## src/rtl/psum_pkg.sv

```systemverilog
// psum_pkg: lane-bus constants shared by the partial-sum packer and the adder tree.
`default_nettype none

package psum_pkg;
  localparam int LANE_W = 20;
  localparam int LANES  = 8;
  localparam int BUS_W  = LANE_W * LANES;
  localparam int CNT_W  = $clog2(LANES + 1);
  localparam int IDX_W  = $clog2(LANES);
endpackage

`default_nettype wire

```

## src/rtl/psum_lane_packer.sv

```systemverilog
// psum_lane_packer: packs LANES serial partial sums into one lane-bus frame.
// Optional early close on in_last is enabled by defining PSUM_PACKER_LAST_EN.
`default_nettype none

module psum_lane_packer
  import psum_pkg::*;
(
  input  logic              clk,
  input  logic              rst_n,
  input  logic              in_valid,
  output logic              in_ready,
  input  logic [LANE_W-1:0] in_data,
  input  logic              in_last,
  output logic              out_valid,
  input  logic              out_ready,
  output logic [BUS_W-1:0]  out_data,
  output logic [CNT_W-1:0]  out_count
);

  logic [IDX_W-1:0] cnt_q, cnt_d;
  logic             out_valid_q, out_valid_d;
  logic [BUS_W-1:0] out_data_q, out_data_d;
  logic [CNT_W-1:0] out_count_q, out_count_d;
  logic [BUS_W-1:0] frame;
  logic             last_close;
  logic             at_full;
  logic             closing;
  logic             slot_free;
  logic             accept;
  logic             close_fire;

`ifdef PSUM_PACKER_LAST_EN
  assign last_close = in_last;
`else
  logic unused_in_last;
  assign unused_in_last = in_last;
  assign last_close     = 1'b0;
`endif

  assign at_full    = (cnt_q == IDX_W'(LANES - 1));
  assign closing    = at_full || last_close;
  assign slot_free  = !out_valid_q || out_ready;
  assign in_ready   = slot_free || !closing;
  assign accept     = in_valid && in_ready;
  assign close_fire = accept && closing;

  // Lanes above cnt are always zero, so the frame is just the buffer with in_data spliced in.
  for (genvar k = 0; k < LANES; k++) begin : g_lane
    logic              hit;
    logic [LANE_W-1:0] lane_q;

    assign hit = (cnt_q == IDX_W'(k));

    always_ff @(posedge clk or negedge rst_n) begin
      if (!rst_n) begin
        lane_q <= '0;
      end else if (close_fire) begin
        lane_q <= '0;
      end else if (accept && hit) begin
        lane_q <= in_data;
      end
    end

    assign frame[k*LANE_W +: LANE_W] = hit ? in_data : lane_q;
  end

  always_comb begin
    cnt_d       = cnt_q;
    out_valid_d = out_valid_q;
    out_data_d  = out_data_q;
    out_count_d = out_count_q;
    if (out_valid_q && out_ready) begin
      out_valid_d = 1'b0;
    end
    if (close_fire) begin
      out_valid_d = 1'b1;
      out_data_d  = frame;
      out_count_d = CNT_W'(cnt_q) + CNT_W'(1);
      cnt_d       = '0;
    end else if (accept) begin
      cnt_d = cnt_q + IDX_W'(1);
    end
  end

  always_ff @(posedge clk or negedge rst_n) begin
    if (!rst_n) begin
      cnt_q       <= '0;
      out_valid_q <= 1'b0;
      out_data_q  <= '0;
      out_count_q <= '0;
    end else begin
      cnt_q       <= cnt_d;
      out_valid_q <= out_valid_d;
      out_data_q  <= out_data_d;
      out_count_q <= out_count_d;
    end
  end

  assign out_valid = out_valid_q;
  assign out_data  = out_data_q;
  assign out_count = out_count_q;

endmodule

`default_nettype wire

```

## config.mk

```make
export PLATFORM = sky130hd
export DESIGN_NAME = psum_lane_packer
export DESIGN_NICKNAME = d
export VERILOG_FILES = /design/src/rtl/psum_pkg.sv /design/src/rtl/psum_lane_packer.sv
export SDC_FILE = /design/constraint.sdc
export NUM_CORES = 1
export LEC_CHECK = 0
export CORE_UTILIZATION = 55
export CTS_CLUSTER_SIZE = 10
export DETAILED_ROUTE_END_ITERATION = 7
export DONT_BUFFER_PORTS = 1
export PLACE_DENSITY = 0.7
export REMOVE_ABC_BUFFERS = 1
export SYNTH_ARGS = -nofsm -noshare
export SYNTH_HDL_FRONTEND = slang
export SYNTH_SLANG_ARGS = --single-unit
```

## constraint.sdc

```tcl
create_clock -name clk -period 2.4 [get_ports clk]
set_input_delay 0 -clock clk [delete_from_list [all_inputs] [get_ports clk]]
set_output_delay 0 -clock clk [all_outputs]
set_load 0.01 [all_outputs]
```

==> results.tsv, run 1 <==
metric	value	unit
Rows	55	
CTS max path bufs	3	
first-pass GRT wire length	50100	um
Iteration-0 DRC Markers	617	
antenna violations before repair	3	
fraction of layout cells with a size suffix above 1	10.6	%
Vias per Instance	6.36	
fin crit share	92.0	%
core area	22800	um^2
non-filler cells, final	1351	
clock tree from TritonCTS	yes	
via count	8595	
H-tree lvl count	2	
drt pass-1 iters	4	
Most common cell on crit path	and2_4	
crit start category	register	
yosys synthesis warning count	0	
internal power	13.0	mW
Setup Viol. Count Final	0	
pwr/cell area	1400	nW/um^2
Num Clock Sinks	308	
worst vdd ir	729	uV
IO buf count	0	
Worst Slack Setup Final	191	ps
Yosys top cell by area	dfrtp_1	
most common cell after layout, fill and taps aside	dfrtp_1	
hold_buf cts	24	
Synth Register Bits	308	
Synth cell types	27	
Remaining Overflow, GRT	0	
RSZ-0062 raised after global routing	false	
DRC	0	
synthesis-to-layout area growth	11.3	%
clk_lat worst skew	490	ps
wire per inst	23.5	um
Top Family by Delay on Critical Path	simple AND/OR/NAND/NOR gates	
area of the multi-input gates	4710	um^2
Req. time, crit path	2770	ps
slowest cell on the critical path	dfrtp_1	
Leak Pwr	7.01	nW
commonest non-fill, non-tap cells in the layout	dfrtp_1 (308), a21oi_1 (282), a22o_1 (140), mux2i_1 (138), clkbuf_16 (37)	
max incr delay on CP	410	ps
TritonCTS buffer count	36	
clock network power share	23.1	%
Seq/Total Area, Yosys	59.9	%
Seq pwr share	50.1	%
crit-path max FO	39	
# nets final	1068	
Psw	7.00	mW
combinational group share of total power	26.8	%
mapped cell area	12900	um^2
Crit path buffers/inverters	1	
outcome	finished, violations left	
largest net degree at the start of global routing	309	
die area	24000	um^2
Area contributors post-synth	dfrtp_1 (60%), a21oi_1 (11%), mux2i_1 (11%)	
Setup TNS	0	ps
max-cap violations	0	
minimum clock period	2210	ps
Worst-Margin Slew	911	ps
GRT Util Overall	26.7	%
initial core utilization	56.5	%
GPL Wtd Cong	0.734	
worst clock skew	10.2	ps
post-route ant nets	0	
Ports	191	
vias in the first global route	8665	
crit-path cells	ha_1 > ha_2 > and2_4 > and2_4 > buf_12 > mux2_2	
pre-CTS setup slack	-33.2	ps
Reg clk slew, reported paths	60	ps
Sw Ratio	35.0	%
Fin Hold WS	-802	ps
# fillers	1786	
Worst Setup End Kind	register	
failing checks	negative hold slack	
kind of critical path	register to register	
Die W	155	um
Slew headroom	39.3	%
Die Ht	155	um
WP data arrival	2580	ps
top cell type's share of synthesized area	59.9	%
Mean Syn Cell Area	12.2	um^2
Fmax	453	MHz
FF/Latch Area	7710	um^2
Final Slew Violations	0	
drt total wl	31700	um
Root Driver	clkbuf_16	
DP Cell Count	1287	
Final Hold Fails	308	
worst min-delay path category	input port to asynchronous set/reset pin	
Gate Count Post-Synth	1054	
DP HPWL	18200	um
==> stage by stage <==
stage	instance area (um^2)	total power [mW]	util (%)
floorplan	12300	13.7	-
global placement	13100	15.1	57.4
detailed placement	13100	15.3	57.4
CTS	14300	20.2	62.6
global route	14300	21.2	62.8
finish	14300	20.0	62.9
==> state kept, by name (all words and copies together) (netlist names) <==
name,cells
out_data,160
out_count,4
out_valid,1
g_lane.lane_q,140
cnt_q,3
==> layer usage <==
| layer | vias up | wire (um) | global-route usage (%) |
|---|---|---|---|
| met5 | - | 40 | 0 |
| met4 | 6 | 614 | 7.50 |
| met3 | 63 | 2360 | 6.82 |
| met2 | 301 | 14400 | 39.8 |
| met1 | 4397 | 14300 | 38.9 |
| li1 | 3828 | - | - |
==> cell families after synthesis <==
group	count (synthesis)	synth area share, %
fa+ha+maj	6	0.584
flops	308	59.9
compound gates	434	21.1
mux	162	12.8
buf+inv	119	4.23
simple gates	25	1.32
==> power by group through the flow <==
stage          Clock (mW)  Sequential (mW)  Combinational [mW]
4_1_cts              4.72             10.0                5.39
2_1_floorplan           0             9.55                4.10
3_3_place_gp            0             10.0                5.04
5_1_grt              4.91             10.3                6.02
3_5_place_dp            0             10.1                5.22
6_report             4.63             10.0                5.37
==> cells in the mapped netlist, drive strengths merged <==
master     n
a21oi    288
nand2b     4
a31oi      3
and4b      3
o211ai     1
mux2      24
nor4bb     1
and2       3
mux2i    138
nand3b     1
dfrtp    308
nand2      6
buf       65
nor2b      3
ha         6
inv        4
o2bb2ai    2
nor2       1
and4bb     2
a22o     140
nor3       1
clkbuf    50
==> area by class of cell <==
cell class,instances,area share (%)
flip-flops and latches,308,53.8
multi-input cells,627,32.9
clock buffers,38,6.56
repair buffers,60,3.83
well taps,313,2.74
inverters,4,0.105
diodes,1,0.0175
==> final timing paths <==
| check | slack, ps | start | depth (start not counted) | endpoint |
|---|---|---|---|---|
| max | 190 | cnt_q[0]$_DFFE_PN0P_ | 6 | out_data[149]$_DFFE_PN0P_ |
| min | -800 | rst_n | 0 | out_data[158]$_DFFE_PN0P_ |
| max reg2reg | 190 | cnt_q[0]$_DFFE_PN0P_ | 6 | out_data[149]$_DFFE_PN0P_ |
| min reg2reg | 480 | g_lane[3].lane_q[19]$_DFFE_PN0P_ | 1 | g_lane[3].lane_q[19]$_DFFE_PN0P_ |
| max in group asynchronous | 2440 | rst_n | 0 | out_data[135]$_DFFE_PN0P_ |
| min in group clk | 30 | out_ready | 3 | g_lane[3].lane_q[18]$_DFFE_PN0P_ |
==> what timing repair did <==
| item | in CTS | in global routing |
|---|---|---|
| endpoints found under the setup margin | 20 | 118 |
| hold endpoints to repair | 612 | 308 |
| pin swaps | 0 | 1 |
| setup buffers | 0 | 1 |
| resized for setup | 1 | 6 |
Note: power is estimated with default switching activity, not from simulation.
==> run 2, diff against run 1 <==
==> constraint.sdc (replaced) <==
create_clock -name clk -period 2.66 [get_ports clk]
set_input_delay 0 -clock clk [delete_from_list [all_inputs] [get_ports clk]]
set_output_delay 0 -clock clk [all_outputs]
set_load 0.01 [all_outputs]
==> run 2 against run 1 <==
  * The flow still finishes with violations (negative hold slack)
  * Register-to-register slack better by 40 ps
  * Design area is 0.59% lower
  * Combinational power is 10% lower
  * Sequential power is 9% lower
  * Critical endpoint is now g_lane[2].lane_q[16]$_DFFE_PN0P_
==> results.tsv, run 2 (synthesized netlist as in run 1, its figures left out) <==
metric	value	unit	change
Slew headroom	24.2	%	was 39.3%
Setup TNS	0	ps	unchanged
Setup Viol. Count Final	0		unchanged
worst min-delay path category	input port to asynchronous set/reset pin		unchanged
Fin Hold WS	-797	ps	was -802 ps
post-route ant nets	0		unchanged
Root Driver	clkbuf_16		unchanged
minimum clock period	2430	ps	was 2210 ps
vias in the first global route	8782		was 8665
Req. time, crit path	3090	ps	was 2770 ps
Worst Setup End Kind	register		unchanged
Vias per Instance	6.36		about the same
synthesis-to-layout area growth	10.6	%	was 11.3%
Most common cell on crit path	ha_1		was and2_4
first-pass GRT wire length	50500	um	was 50100 um
fin crit share	91.5	%	was 92.0%
crit-path max FO	20		was 39
max incr delay on CP	860	ps	was 410 ps
final instance area	14200	um^2	was 14300 um^2
max-cap violations	0		unchanged
Top Family by Delay on Critical Path	compound AO/OA/AOI/OAI gates		was simple AND/OR/NAND/NOR gates
pwr/cell area	1270	nW/um^2	was 1400 nW/um^2
GPL Wtd Cong	0.744		was 0.734
Setup Buffers After CTS	0		unchanged
kind of critical path	register to register		unchanged
RSZ-0062 raised after global routing	false		unchanged
most common cell after layout, fill and taps aside	dfrtp_1		unchanged
DP HPWL	18300	um	was 18200 um
# fillers	1763		was 1786
Final Slew Violations	0		unchanged
die area	24000	um^2	unchanged
Stages on worst setup path	5		was 6
Num Clock Sinks	308		unchanged
GRT Util Overall	26.9	%	was 26.7%
Final Hold Fails	308		unchanged
failing checks	negative hold slack		unchanged
DRC	0		unchanged
Worst-Margin Slew	1140	ps	was 911 ps
crit start category	register		unchanged
slowest cell on the critical path	a21oi_2		was dfrtp_1
fraction of layout cells with a size suffix above 1	10.1	%	was 10.6%
core area	22800	um^2	unchanged
outcome	finished, violations left		unchanged
drt pass-1 iters	5		was 4
# nets final	1062		was 1068
initial core utilization	56.5	%	unchanged
Ports	191		unchanged
antenna violations before repair	0		was 3
Rows	55		unchanged
via count	8565		was 8595
largest net degree at the start of global routing	309		unchanged
wire per inst	23.6	um	was 23.5 um
worst clock skew	8.25	ps	was 10.2 ps
Die Ht	155	um	unchanged
Reg clk slew, reported paths	50	ps	was 60 ps
Remaining Overflow, GRT	0		unchanged
Leak Pwr	6.98	nW	was 7.01 nW
H-tree lvl count	2		unchanged
clock tree from TritonCTS	yes		unchanged
Die W	155	um	unchanged
max reg flops	160		unchanged
CTS max path bufs	3		unchanged
IO buf count	0		unchanged
Reg2Reg Setup Slack	230	ps	was 190 ps
Reg2Reg Depth	5		was 6
commonest non-fill, non-tap cells in the layout	dfrtp_1 (308), a21oi_1 (282), a22o_1 (140), mux2i_1 (138), clkbuf_16 (37)		unchanged
WP data arrival	2860	ps	was 2580 ps
TritonCTS buffer count	36		unchanged
hold_buf cts	22		was 24
dpl cell area	13100	um^2	about the same
drt total wl	31800	um	was 31700 um
Crit path buffers/inverters	0		was 1
worst vdd ir	639	uV	was 729 uV
crit-path cells	ha_1 > ha_1 > and2_4 > a21oi_2 > a22o_1		was ha_1 > ha_2 > and2_4 > and2_4 > buf_12 > mux2_2
Fmax	411	MHz	was 453 MHz
Iteration-0 DRC Markers	628		was 617
clk_lat worst skew	500	ps	was 490 ps
-- run 2: per-stage QoR --
step	hold WS, ps	power (mW)	setup WS, ps	utilization [%]	instances
finish	-797	18.1	227	62.5	1346
floorplan	-296	12.3	-4440	-	939
global route	-816	19.1	43.3	62.5	1345
detailed placement	-287	13.8	185	57.4	1284
CTS	-816	18.2	163	62.4	1345
global placement	-287	13.6	252	57.4	1284
-- run 2: final timing paths --
kind,start,endpoint
setup / recovery,cnt_q[0]$_DFFE_PN0P_,g_lane[2].lane_q[16]$_DFFE_PN0P_
hold / removal,rst_n,out_data[98]$_DFFE_PN0P_
setup reg to reg,cnt_q[0]$_DFFE_PN0P_,g_lane[2].lane_q[16]$_DFFE_PN0P_
hold reg to reg,g_lane[3].lane_q[19]$_DFFE_PN0P_,g_lane[3].lane_q[19]$_DFFE_PN0P_
max in group asynchronous,rst_n,out_data[48]$_DFFE_PN0P_
min in group clk,out_ready,g_lane[3].lane_q[18]$_DFFE_PN0P_
-- run 2: routing by layer --
| metal | track usage (%) | vias up | share of wire (%) |
|---|---|---|---|
| li1 | - | 3814 | - |
| met1 | 38.9 | 4438 | 46 |
| met2 | 41.3 | 265 | 46 |
| met3 | 5.49 | 48 | 6.2 |
| met4 | 8.06 | 0 | 1.9 |
| met5 | 0 | - | 0 |
-- run 2: power breakdown --
group	total [mW]	switching (mW)	leakage [nW]	internal [mW]
sequential	9.09	2.17	3.79	6.92
clock	4.16	1.71	0.458	2.45
combinational	4.82	2.46	2.73	2.35
total	18.1	6.34	6.98	11.7
-- run 2: final cells by class --
class                           instances  area [um^2]  share of cell area, %
Antenna cell                            1         2.50                 0.0176
Clock buffer                           39          933                   6.56
Inverter                                4         15.0                  0.105
Multi-Input combinational cell        627         4670                   32.8
Sequential cell                       308         7710                   54.1
Tap cell                              313          392                   2.75
Timing Repair Buffer                   54          510                   3.59
-- run 2: repair_timing --
item | in CTS | in global routing
resized for setup | 0 | 1
setup endpoints to repair | 0 | 18
endpoints found under the hold margin | 612 | 308
==> run 3, diff against run 2 <==
--- a/config.mk
+++ b/config.mk
@@ -9,7 +9,7 @@
 export CTS_CLUSTER_SIZE = 10
 export DETAILED_ROUTE_END_ITERATION = 7
 export DONT_BUFFER_PORTS = 1
-export PLACE_DENSITY = 0.7
+export PLACE_DENSITY = 0.82
 export REMOVE_ABC_BUFFERS = 1
 export SYNTH_ARGS = -nofsm -noshare
 export SYNTH_HDL_FRONTEND = slang
==> run 3 against run 2 <==
  * The run still ends with negative hold slack left
  * Largest power group unchanged
  * Fmax shrank 3.0%
  * Flip-flop and latch count unchanged
  * Clock power grew 1%
  * Critical path type unchanged
  * Final cell count is 0.52% higher
  * Design area is 0.50% higher
  * Sequential share of layout area decreased by 0.27 points
  * Setup slack got worse by 76 ps
==> results.tsv, run 3 (synthesized netlist as in run 1, its figures left out) <==
metric	value	unit	change
vias in the first global route	8738		was 8782
outcome	finished, violations left		unchanged
CTS max path bufs	3		unchanged
minimum clock period	2510	ps	was 2430 ps
Vias per Instance	6.42		was 6.36
first-pass GRT wire length	49900	um	was 50500 um
TritonCTS buffer count	37		was 36
Remaining Overflow, GRT	0		unchanged
non-filler cells, final	1353		was 1346
core area	22800	um^2	unchanged
clock tree from TritonCTS	yes		unchanged
max reg flops	160		unchanged
Leak Pwr	7.02	nW	was 6.98 nW
GPL Wtd Cong	0.746		was 0.744
Ports	191		unchanged
Die W	155	um	unchanged
crit-path max FO	80		was 20
crit start category	register		unchanged
worst min-delay path category	input port to asynchronous set/reset pin		unchanged
hold_buf cts	22		unchanged
DP Cell Count	1286		was 1284
worst vdd ir	652	uV	was 639 uV
kind of critical path	register to register		unchanged
Seq pwr share	49.9	%	was 50.3%
fin crit share	94.3	%	was 91.5%
pwr/cell area	1270	nW/um^2	about the same
most common cell after layout, fill and taps aside	dfrtp_1		unchanged
clock network power share	23.2	%	was 23.0%
Overall Power	18.2	mW	was 18.1 mW
Setup Viol. Count Final	0		unchanged
Num Clock Sinks	308		unchanged
Fin Hold WS	-799	ps	was -797 ps
Reg2Reg Setup Slack	150	ps	was 230 ps
# nets final	1066		was 1062
die area	24000	um^2	unchanged
DP HPWL	18300	um	about the same
internal power	11.8	mW	was 11.7 mW
Iteration-0 DRC Markers	637		was 628
drt pass-1 iters	5		unchanged
synthesis-to-layout area growth	11.2	%	was 10.6%
failing checks	negative hold slack		unchanged
Psw	6.40	mW	was 6.34 mW
wire per inst	23.6	um	about the same
H-tree lvl count	2		unchanged
Req. time, crit path	3060	ps	was 3090 ps
via count	8690		was 8565
Worst Setup End Kind	register		unchanged
combinational group share of total power	26.9	%	was 26.7%
Slew headroom	27.2	%	was 24.2%
commonest non-fill, non-tap cells in the layout	dfrtp_1 (308), a21oi_1 (282), a22o_1 (140), mux2i_1 (138), clkbuf_16 (37)		unchanged
drt total wl	32000	um	was 31800 um
Root Driver	clkbuf_16		unchanged
max-cap violations	0		unchanged
Final Slew Violations	0		unchanged
Fmax	399	MHz	was 411 MHz
RSZ-0062 raised after global routing	false		unchanged
Die Ht	155	um	unchanged
largest net degree at the start of global routing	309		unchanged
Worst Slack Setup Final	151	ps	was 227 ps
Setup TNS	0	ps	unchanged
Worst-Margin Slew	1090	ps	was 1140 ps
WP data arrival	2910	ps	was 2860 ps
IO buf count	0		unchanged
GRT Util Overall	26.7	%	was 26.9%
pre-CTS setup slack	96.1	ps	was 185 ps
post-route ant nets	0		unchanged
initial core utilization	56.5	%	unchanged
fraction of layout cells with a size suffix above 1	10.7	%	was 10.1%
Reg clk slew, reported paths	60	ps	was 50 ps
DRC	0		unchanged
Final Hold Fails	308		unchanged
antenna violations before repair	2		was 0
clk_lat worst skew	490	ps	was 500 ps
Rows	55		unchanged
Sw Ratio	35.2	%	was 35.1%
worst clock skew	11.8	ps	was 8.25 ps
==> run 3: cell count changes in the layout (fill, tap and decap cells not counted) <==
cell | previous run | this run
and2_2 | 0 | 1
a21oi_4 | 1 | 2
clkinv_2 | 0 | 2
clkbuf_8 | 0 | 2
a21oi_2 | 5 | 4
buf_6 | 0 | 1
buf_4 | 28 | 29
==> run 3: power by group through the flow <==
stage	clock (mW)	combinational, mW	sequential (mW)
2_1_floorplan	0	3.70	8.62
5_1_grt	4.48	5.42	9.33
6_report	4.22	4.90	9.09
4_1_cts	4.30	4.90	9.08
3_3_place_gp	0	4.53	9.04
3_5_place_dp	0	4.74	9.09
==> run 3: path summary, 6_finish.rpt <==
path                                                        from                          endpoint  cells after the start
min in group clk                                        in_valid   g_lane[3].lane_q[2]$_DFFE_PN0P_                      2
worst min register to register  g_lane[3].lane_q[18]$_DFFE_PN0P_  g_lane[3].lane_q[18]$_DFFE_PN0P_                      1
worst max-delay path                        cnt_q[0]$_DFFE_PN0P_          out_data[86]$_DFFE_PN0P_                      6
max in group asynchronous                                  rst_n          out_data[68]$_DFFE_PN0P_                      0
worst min-delay path                                       rst_n          out_data[58]$_DFFE_PN0P_                      0
worst max register to register              cnt_q[0]$_DFFE_PN0P_          out_data[86]$_DFFE_PN0P_                      6
==> run 3: cell type report <==
cell class                 instances  area [um^2]
clock buffer                      41          961
antenna                            1         2.50
tap                              313          392
fill                            1713         8470
multi-input combinational        628         4690
clock inverter                     2         10.0
inverter                           4         15.0
sequential                       308         7710
timing repair buffer              56          529
==> run 3: per-layer routing <==
metal	vias to the layer above	track usage (%)	share of wire, %
met5	-	0	0.038
met4	2	8.68	2.6
met3	62	6.35	8.3
met2	378	41.8	46
met1	4421	37.0	43
li1	3827	-	-
==> run 3: through the flow <==
stage               util (%)  instance area, um^2
floorplan                  -                12300
detailed placement      57.4                13100
finish                  62.8                14300
CTS                     62.7                14300
global placement        57.4                13100
global route            62.8                14300
==> run 3: critical path: stages, from the launching register on <==
cell and delay (ps):
dfrtp_1 430, ha_1 210, ha_1 360, and2_4 410
buf_6 510, a21oi_1 190, a21oi_1 190
==> run 3: what timing repair did <==
action	4_1_cts	5_1_grt
endpoints found under the hold margin	612	308
gates resized for setup	0	3
buffers inserted	0	0
endpoints found under the setup margin	0	114
